==> config.mk <==
export PLATFORM = sky130hd
export DESIGN_NAME = alu_result_serializer
export DESIGN_NICKNAME = d
export VERILOG_FILES = /design/src/rtl/alu_pkg.sv /design/src/rtl/alu_next_word_sel.sv /design/src/rtl/alu_result_serializer.sv
export SDC_FILE = /design/constraint.sdc
export NUM_CORES = 1
export LEC_CHECK = 0
export ABC_AREA = 1
export BUFFER_PORTS_ARGS = -buffer_cell sky130_fd_sc_hd__buf_2
export CORE_MARGIN = 2
export CORE_UTILIZATION = 50
export DETAILED_ROUTE_END_ITERATION = 7
export GPL_TIMING_DRIVEN = 0
export PLACE_DENSITY = 0.79
export SKIP_CTS_REPAIR_TIMING = 1
export SLEW_MARGIN = 0
export SYNTH_ARGS = -nofsm -noshare
export SYNTH_HDL_FRONTEND = slang
export SYNTH_SLANG_ARGS = --single-unit
export TNS_END_PERCENT = 50
==> constraint.sdc <==
create_clock -name clk -period 3.05 [get_ports clk]
set_input_delay 0.61 -clock clk [delete_from_list [all_inputs] [get_ports clk]]
set_output_delay 0.61 -clock clk [all_outputs]
set_load 0.05 [all_outputs]
==> src/rtl/alu_pkg.sv <==
// Shared types and constants for the ALU result serializer slice.
package alu_pkg;
    localparam int WORD_W  = 16;
    localparam int N_WORDS = 8;
    localparam int IDX_W   = $clog2(N_WORDS);

    typedef struct packed {
        logic carry;
        logic greater;
        logic equal;
        logic less;
    } alu_flags_t;

    typedef enum logic {IDLE, SEND} ser_state_t;
endpackage

==> src/rtl/alu_next_word_sel.sv <==
// Mask walker: next set word above the current index, and the first set word
// of an incoming frame's mask.
module alu_next_word_sel
    import alu_pkg::*;
(
    input  logic [N_WORDS-1:0] cur_mask,
    input  logic [IDX_W-1:0]   cur_idx,
    input  logic [N_WORDS-1:0] load_mask,
    output logic [IDX_W-1:0]   next_idx,
    output logic               has_next,
    output logic [IDX_W-1:0]   lowest_idx
);
    // Descending scans so the lowest qualifying bit is the one left standing.
    always_comb begin
        next_idx   = '0;
        has_next   = 1'b0;
        lowest_idx = '0;
        for (int k = N_WORDS - 1; k >= 0; k--) begin
            if (cur_mask[k] && (k > int'(cur_idx))) begin
                next_idx = IDX_W'(k);
                has_next = 1'b1;
            end
            if (load_mask[k])
                lowest_idx = IDX_W'(k);
        end
    end
endmodule

==> src/rtl/alu_result_serializer.sv <==
// Captures an eight-word ALU result frame and streams the masked words out
// one per beat, with gapless hand-over to the next frame on the last beat.
module alu_result_serializer
    import alu_pkg::*;
#(
    parameter int WIDTH = 4,
    parameter int n_alu = 4
) (
    input  logic                           clk,
    input  logic                           rst,
    input  logic                           in_valid,
    output logic                           in_ready,
    input  logic [WIDTH*n_alu*N_WORDS-1:0] in_data,
    input  logic [N_WORDS-1:0]             in_mask,
    input  logic                           in_carry,
    input  logic                           in_greater,
    input  logic                           in_equal,
    input  logic                           in_less,
    output logic                           out_valid,
    input  logic                           out_ready,
    output logic [WIDTH*n_alu-1:0]         out_data,
    output logic [IDX_W-1:0]               out_idx,
    output logic                           out_last,
    output logic [3:0]                     out_flags,
    output logic                           busy
);
    localparam int W = WIDTH * n_alu;

    ser_state_t                 state;
    logic [N_WORDS-1:0][W-1:0]  data_q;
    logic [N_WORDS-1:0][W-1:0]  in_words;
    logic [N_WORDS-1:0]         mask_q;
    alu_flags_t                 flags_q;
    logic [IDX_W-1:0]           next_idx;
    logic [IDX_W-1:0]           first_idx;
    logic                       has_next;
    logic                       load;

    assign in_words = in_data;

    alu_next_word_sel u_sel (
        .cur_mask   (mask_q),
        .cur_idx    (out_idx),
        .load_mask  (in_mask),
        .next_idx   (next_idx),
        .has_next   (has_next),
        .lowest_idx (first_idx)
    );

    // All beat-side outputs decode from registers; only in_ready sees out_ready.
    assign out_valid = (state == SEND);
    assign busy      = (state != IDLE);
    assign out_last  = out_valid & ~has_next;
    assign out_flags = flags_q;
    assign in_ready  = rst & ((state == IDLE) | (out_last & out_ready));
    assign load      = in_valid & in_ready;

    always_ff @(posedge clk or negedge rst) begin
        if (!rst) begin
            state    <= IDLE;
            data_q   <= '0;
            mask_q   <= '0;
            flags_q  <= '0;
            out_idx  <= '0;
            out_data <= '0;
        end else if (load) begin
            // An all-zero mask consumes the frame without producing beats.
            if (|in_mask) begin
                data_q   <= in_words;
                mask_q   <= in_mask;
                flags_q  <= '{carry: in_carry, greater: in_greater,
                              equal: in_equal, less: in_less};
                out_idx  <= first_idx;
                out_data <= in_words[first_idx];
                state    <= SEND;
            end else begin
                state <= IDLE;
            end
        end else if (state == SEND && out_ready) begin
            if (out_last) begin
                state <= IDLE;
            end else begin
                out_idx  <= next_idx;
                out_data <= data_q[next_idx];
            end
        end
    end
endmodule

Word level (Yosys, flattened, before mapping) --
Cells that the tools add are included.
Storage, ports and cells: logic and storage cells 86, input bits 144, output and inout bits 27, register bits 160
Operators by class: bitwise gates (word level) 7, equal/unequal tests 2, muxes and demuxes 38, $lt $le $gt $ge 9, reductions and logical operators 14
Operator list (number):
- 16-bit binary-select mux with 3-bit select | 2
- 16-bit two-way mux | 6
- 3-bit two-way mux | 19
- 3-bit > comparator (first input constant) | 4
- 1-bit two-way mux | 11
- 1-bit logical AND | 8
- 3-bit by 4-bit less-than comparator with 1-bit output (second input constant) | 2
- 8-bit OR reduction | 1
- 2-bit by 3-bit > comparator with 1-bit output (first input constant) | 2
- 1-bit AND | 4
- 2-bit by 1-bit inequality test with 1-bit output (second input constant) | 2
- 2-bit AND reduction | 2
- 2-bit nonzero test | 2
- 1-bit by 3-bit > comparator with 1-bit output (first input constant) | 1
- 3-bit AND reduction | 1
- 1-bit inverter | 2
- 1-bit bitwise OR | 1

Longest topological paths before layout --
depth after elaboration 17, depth in mapped cells 17, mapped depth without buffers 16

By module --
A second synthesis with hierarchy kept.
Unflattened totals: cells, all modules 1410, area, all modules 9356.5 um^2
Modules (own cells, without submodules):
- alu_result_serializer | area each 9138.8 um^2, cells an instance 1363, sequential area each 4003.8 um^2, times used 1
- alu_next_word_sel | area each 217.7 um^2, cells an instance 47, sequential area each 0.0 um^2, times used 1

Worst setup path before layout --
Ideal clock, no wire load.
kind register to register, from reg out_idx[1], to reg out_idx[1], setup slack -457 ps, path buffers 1, arrival 3383 ps, required time 2926 ps, clock period less this slack 3507 ps, library setup time 124 ps, stages on the path, launching flop included 11, path through dfrtp_1 nand3_1 nand2_1 nand2_1 nor4_1 nand2_1 nand2_4 inv_4 buf_6 o211ai_1 nand2_1
On the way: longest elaborated chain between the ends 17, elaborated cells between the ends (all ways) 41, those cells by class order compare: 7; eq/ne: 2; mux: 17; bitwise: 6; reduce/logical: 9
Ends and longest elaborated chain:
- start, declared | line alu_result_serializer.sv:22 | output logic [IDX_W-1:0] out_idx,
- start signal, assigned | line alu_result_serializer.sv:73 | out_idx <= first_idx;
- start signal, assigned | line alu_result_serializer.sv:83 | out_idx <= next_idx;
- 3-bit > comparator | line alu_next_word_sel.sv:19 | if (cur_mask[k] && (k > int'(cur_idx))) begin
- 1-bit logical AND | line alu_next_word_sel.sv:19
- 1-bit two-way mux (6 in series) | line alu_next_word_sel.sv:19
- 1-bit two-way mux * | line alu_next_word_sel.sv:19
- 1-bit inverter * | line alu_result_serializer.sv:53 | assign out_last = out_valid & ~has_next;
- 1-bit AND * | line alu_result_serializer.sv:53
- named net out_last | line alu_result_serializer.sv:23 | output logic out_last,
- 1-bit AND | line alu_result_serializer.sv:55 | assign in_ready = rst & ((state == IDLE) | (out_last & out_ready));
- 1-bit bitwise OR | line alu_result_serializer.sv:55
- 1-bit AND | line alu_result_serializer.sv:55
- 1-bit AND | line alu_result_serializer.sv:56 | assign load = in_valid & in_ready;
- 2-bit by 1-bit inequality test with 1-bit output (no line) or 2-bit nonzero test (tied branches)
- 3-bit AND reduction (no line)
The timed path passes the listed nets; every way through them passes the cells marked *. The select of a mux whose other input is x is not followed. A chain may end at the register's enable or synchronous reset.

Final worst setup path --
from reg out_idx[1], to reg out_data[3]
On the way: longest elaborated chain between the ends 17, elaborated cells between the ends (all ways) 43, those cells by class order compare: 7; eq/ne: 2; mux: 19; bitwise: 6; reduce/logical: 9
Ends and longest elaborated chain:
- 3-bit > comparator | line alu_next_word_sel.sv:19
- 1-bit logical AND | line alu_next_word_sel.sv:19
- 1-bit two-way mux (7 in series) | line alu_next_word_sel.sv:19
- 1-bit inverter | line alu_result_serializer.sv:53
- 1-bit AND | line alu_result_serializer.sv:53
- 1-bit AND | line alu_result_serializer.sv:55
- 1-bit bitwise OR | line alu_result_serializer.sv:55
- 1-bit AND | line alu_result_serializer.sv:55
- 1-bit AND | line alu_result_serializer.sv:56
- 2-bit by 1-bit inequality test with 1-bit output (no line) or 2-bit nonzero test (tied branches)
- 3-bit AND reduction (no line)
- end signal, assigned | line alu_result_serializer.sv:74 | out_data <= in_words[first_idx];
- end signal, assigned | line alu_result_serializer.sv:84 | out_data <= data_q[next_idx];
- end, declared | line alu_result_serializer.sv:21 | output logic [WIDTH*n_alu-1:0] out_data,
Several ways; a longest one is shown, not always the timed one. The select of a mux whose other input is x is not followed.

==> reports/qor.log <==
[status] outcome completed
[power] Leakage 6.102 nW
[route] Detail Route Antenna Nets 0
[placed_design] final estimated routing congestion in global placement 1.064
[power] Total Power 0.01356 W
[critical_path] Required @ worst endpoint 3360 ps
[placed_design] post-detail-place hpwl 25650 um
[route] Routed wire per std cell 19.40 um
[critical_path] critical path launch point type register
[route] first-pass detailed-route iteration total 8
[final_layout] final instance count without filler cells 1794
[run] Max Cap Violations 0
[logic_synthesis] number of synthesized register bits 159
[critical_path] Critical Path Start out_idx[1]$_DFFE_PN0P_
[sta] clock period minus worst slack 2764 ps
[sta] worst-margin pin slew 1071 ps
[die] standard cell core area 18150 sq um
[final_layout] footprint of the flip-flops and latches 3979 sq um
[clock_network] clock tree from TritonCTS done
[sta] Worst Hold Margin 129.2 ps
[logic_synthesis] netlist area before placement 9345 sq um
[final_layout] Final nets 1696
[die] die height 140.7 um
[global_route] initial antenna violation count 0
[final_layout] layout cell share with drive strength beyond 1 16.49%
[sta] Max Fclk 361.8 MHz
[route] number of DRC markers after the initial detailed-route iteration 1275
[logic_synthesis] Synth warnings 0
[die] Die ar. 19800 sq um
[global_route] GR Util All Layers 35.63%
[logic_synthesis] Synth async-reset ratio 100.0%
[logic_synthesis] flip-flop cell with the highest count after synthesis dfrtp_1
[die] Cell Rows 49
[sta] setup violation total in the final timing report 0
[route] Remaining DRCs 0
[clock_network] clock root buffer clkbuf_16
[critical_path] critical path peak fanout 10
[global_route] vias in the first global route 9910
[sta] RSZ-0062 raised after global routing false
[route] total routed wire length on the met1 layer 13810 um
[power] IR drop worst, VDD 0.5106 mV
[route] met2 WL 15450 um
[sta] worst-case headroom to the max-slew limit 28.27%
[final_layout] area of the multi-input gates 4382 sq um
[critical_path] endpoint type of the worst setup path register
[sta] number of hold violations in the final report 0
[critical_path] worst-case register-to-register setup slack 290 ps
[logic_synthesis] net count of the mapped netlist 1506
[critical_path] arrival time at the worst endpoint 3070 ps
[placed_design] placed cells 1762
[hold_path] class of the tightest hold or removal check in -> async
[die] floorplan die width 140.7 um
[critical_path] reg-to-reg critical path startpoint out_idx[1]$_DFFE_PN0P_
[placed_design] IO Port Bufs 170
[logic_synthesis] EDFF count, synth 0
[route] Routed Wire Length 34810 um
[final_layout] Synth-to-Final Area Change 19.61%
[die] Boundary Pins 171
[logic_synthesis] number of different library cells in the post-synthesis netlist 29
[clock_network] Max Buffers Root-to-Sink 2
[route] via count normalized by instance count 5.731
[logic_synthesis] sequential share of the synthesized area 42.58%
[die] starting density of the core 51.50%
[final_layout] # fillers 1691
[critical_path] end of the worst register-to-register path out_data[3]$_DFFE_PN0P_
[route] met3 wire length 4154 um
[global_route] global-route wire length before repair 53550 um
[critical_path] WS Path Type reg -> reg
[sta] final clock skew 7.496 ps
[clock_network] clock buffers created by TritonCTS 17
[final_layout] diode count 0
[logic_synthesis] Cells after Synth 1362
[sta] setup total negative slack 0 ps
[clock_network] H-tree level count 4
[sta] total count of max-transition violations in the final report 0
[global_route] pin count of the biggest net entering global routing 88
[clock_network] number of clock sinks 159
[power] Pwr Density 1213 nW/um^2
[sta] period utilisation layout 90.61%
[critical_path] R2R cell count 11
[clock_network] clock transition at the register clock pins on the worst setup and hold paths after CTS 70 ps
[clock_network] Worst-Skew Late Latency 430 ps
[route] top sig layer met4
[global_route] leftover overflow at the end of global routing 0
[route] Via Count 10280
[logic_synthesis] mean area per synthesized cell 6.861 sq um
flip-flops by register name (all words and copies together) (netlist names):
signal     flops
busy           1
data_q       128
mask_q         7
out_data      16
out_flags      4
out_idx        3
worst max-delay path, stage by stage (launching register included):
cell      delay (ps)
dfrtp_1          460
nor2_1            90
nand2_1          140
clkbuf_1         490
clkbuf_1         560
nand3b_1         150
nand2_1          120
nand2_1           80
nand3_1          140
nand2_1           70
nor2_1           270
nor2_1            70
cells in the mapped netlist (2+ instances only):
cell type,instances,area (sq um)
nor2_2,2,12.51
clkinv_1,2,7.510
nand2_4,2,22.52
o211ai_1,2,15.01
o21ai_0,117,585.6
buf_2,36,180.2
buf_1,7,26.28
nand2_1,482,1809
dfrtp_1,159,3979
nor2_1,52,195.2
nand3_2,2,20.02
nor3_1,2,10.01
buf_6,2,22.52
clkbuf_1,41,153.9
inv_1,146,548.0
nand3b_1,66,495.5
nand3_1,228,1141
buf_4,3,22.52
metal layers:
metal | vias to the layer above | track usage, %
met5 | - | 0
met4 | 0 | 15.63
met3 | 100 | 8.933
met2 | 737 | 54.33
met1 | 4753 | 48.39
li1 | 4692 | -
placed cells by master (no fill, tap or decap):
| cell | instances |
|---|---|
| o211ai_1 | 2 |
| buf_1 | 7 |
| clkinv_1 | 2 |
| clkinv_2 | 3 |
| o21ai_1 | 1 |
| nand2_2 | 1 |
| buf_16 | 1 |
| nor2_2 | 2 |
| or2_2 | 1 |
| inv_2 | 1 |
| buf_2 | 205 |
| nand3_4 | 1 |
| clkbuf_1 | 42 |
| nor2_1 | 52 |
| inv_1 | 146 |
| inv_4 | 1 |
| buf_4 | 3 |
| buf_8 | 2 |
| nand4_4 | 1 |
| dfrtp_1 | 159 |
| nand3_1 | 228 |
| bufinv_16 | 5 |
| nand3b_1 | 66 |
| clkbuf_16 | 17 |
| nand2_1 | 482 |
| a31oi_1 | 1 |
| nand2_4 | 2 |
| clkbuf_2 | 1 |
| buf_6 | 2 |
| inv_6 | 2 |
| nand3_2 | 2 |
| clkinv_4 | 3 |
| clkbuf_8 | 1 |
| nor3_1 | 2 |
| o21ai_0 | 117 |
| nor4_2 | 1 |
logic make-up (layout without fill, tap and decap cells):
group	count (synthesis)	in the layout	synth area share (%)
DFF	159	159	42.58
AOI/OAI and AO/OA	121	121	6.547
and+or+nand+nor	841	841	40.27
buffers and inverters	241	444	10.60
worst max path at each step:
stage,end,slack (ps),cells after the start
after floorplan,out_idx[1]$_DFFE_PN0P_,230,10
after global placement,out_data[2]$_DFFE_PN0P_,-2390,9
after detailed placement,out_data[1]$_DFFE_PN0P_,120,12
after CTS,in_ready,470,9
after global routing,out_data[3]$_DFFE_PN0P_,250,16
final,out_data[3]$_DFFE_PN0P_,290,11
layout make-up:
cell class	count	area share, %
Clock buffer	19	3.962
Multi-Input combinational cell	962	39.20
Tap cell	229	2.563
Sequential cell	159	35.59
Inverter	150	5.059
Buffer	91	3.806
Clock inverter	13	1.869
Timing Repair Buffer	171	7.947
metrics by stage:
step	setup WS (ps)	util, %	cell area [sq um]
floorplan	225.5	-	9351
global placement	-2385	57.80	10490
detailed placement	117.8	58.00	10530
CTS	472.3	61.60	11180
global route	246.7	61.60	11180
finish	286.3	61.60	11180
power by group:
part | switching (W) | total (W) | leakage, nW | internal, W
logic | 0.00529 | 0.00747 | 3.82 | 0.00218
clock network | 0.000916 | 0.00240 | 0.322 | 0.00148
registers | 0.000569 | 0.00369 | 1.96 | 0.00312
total | 0.00678 | 0.0136 | 6.10 | 0.00678
(Power assumes the default switching activity.)
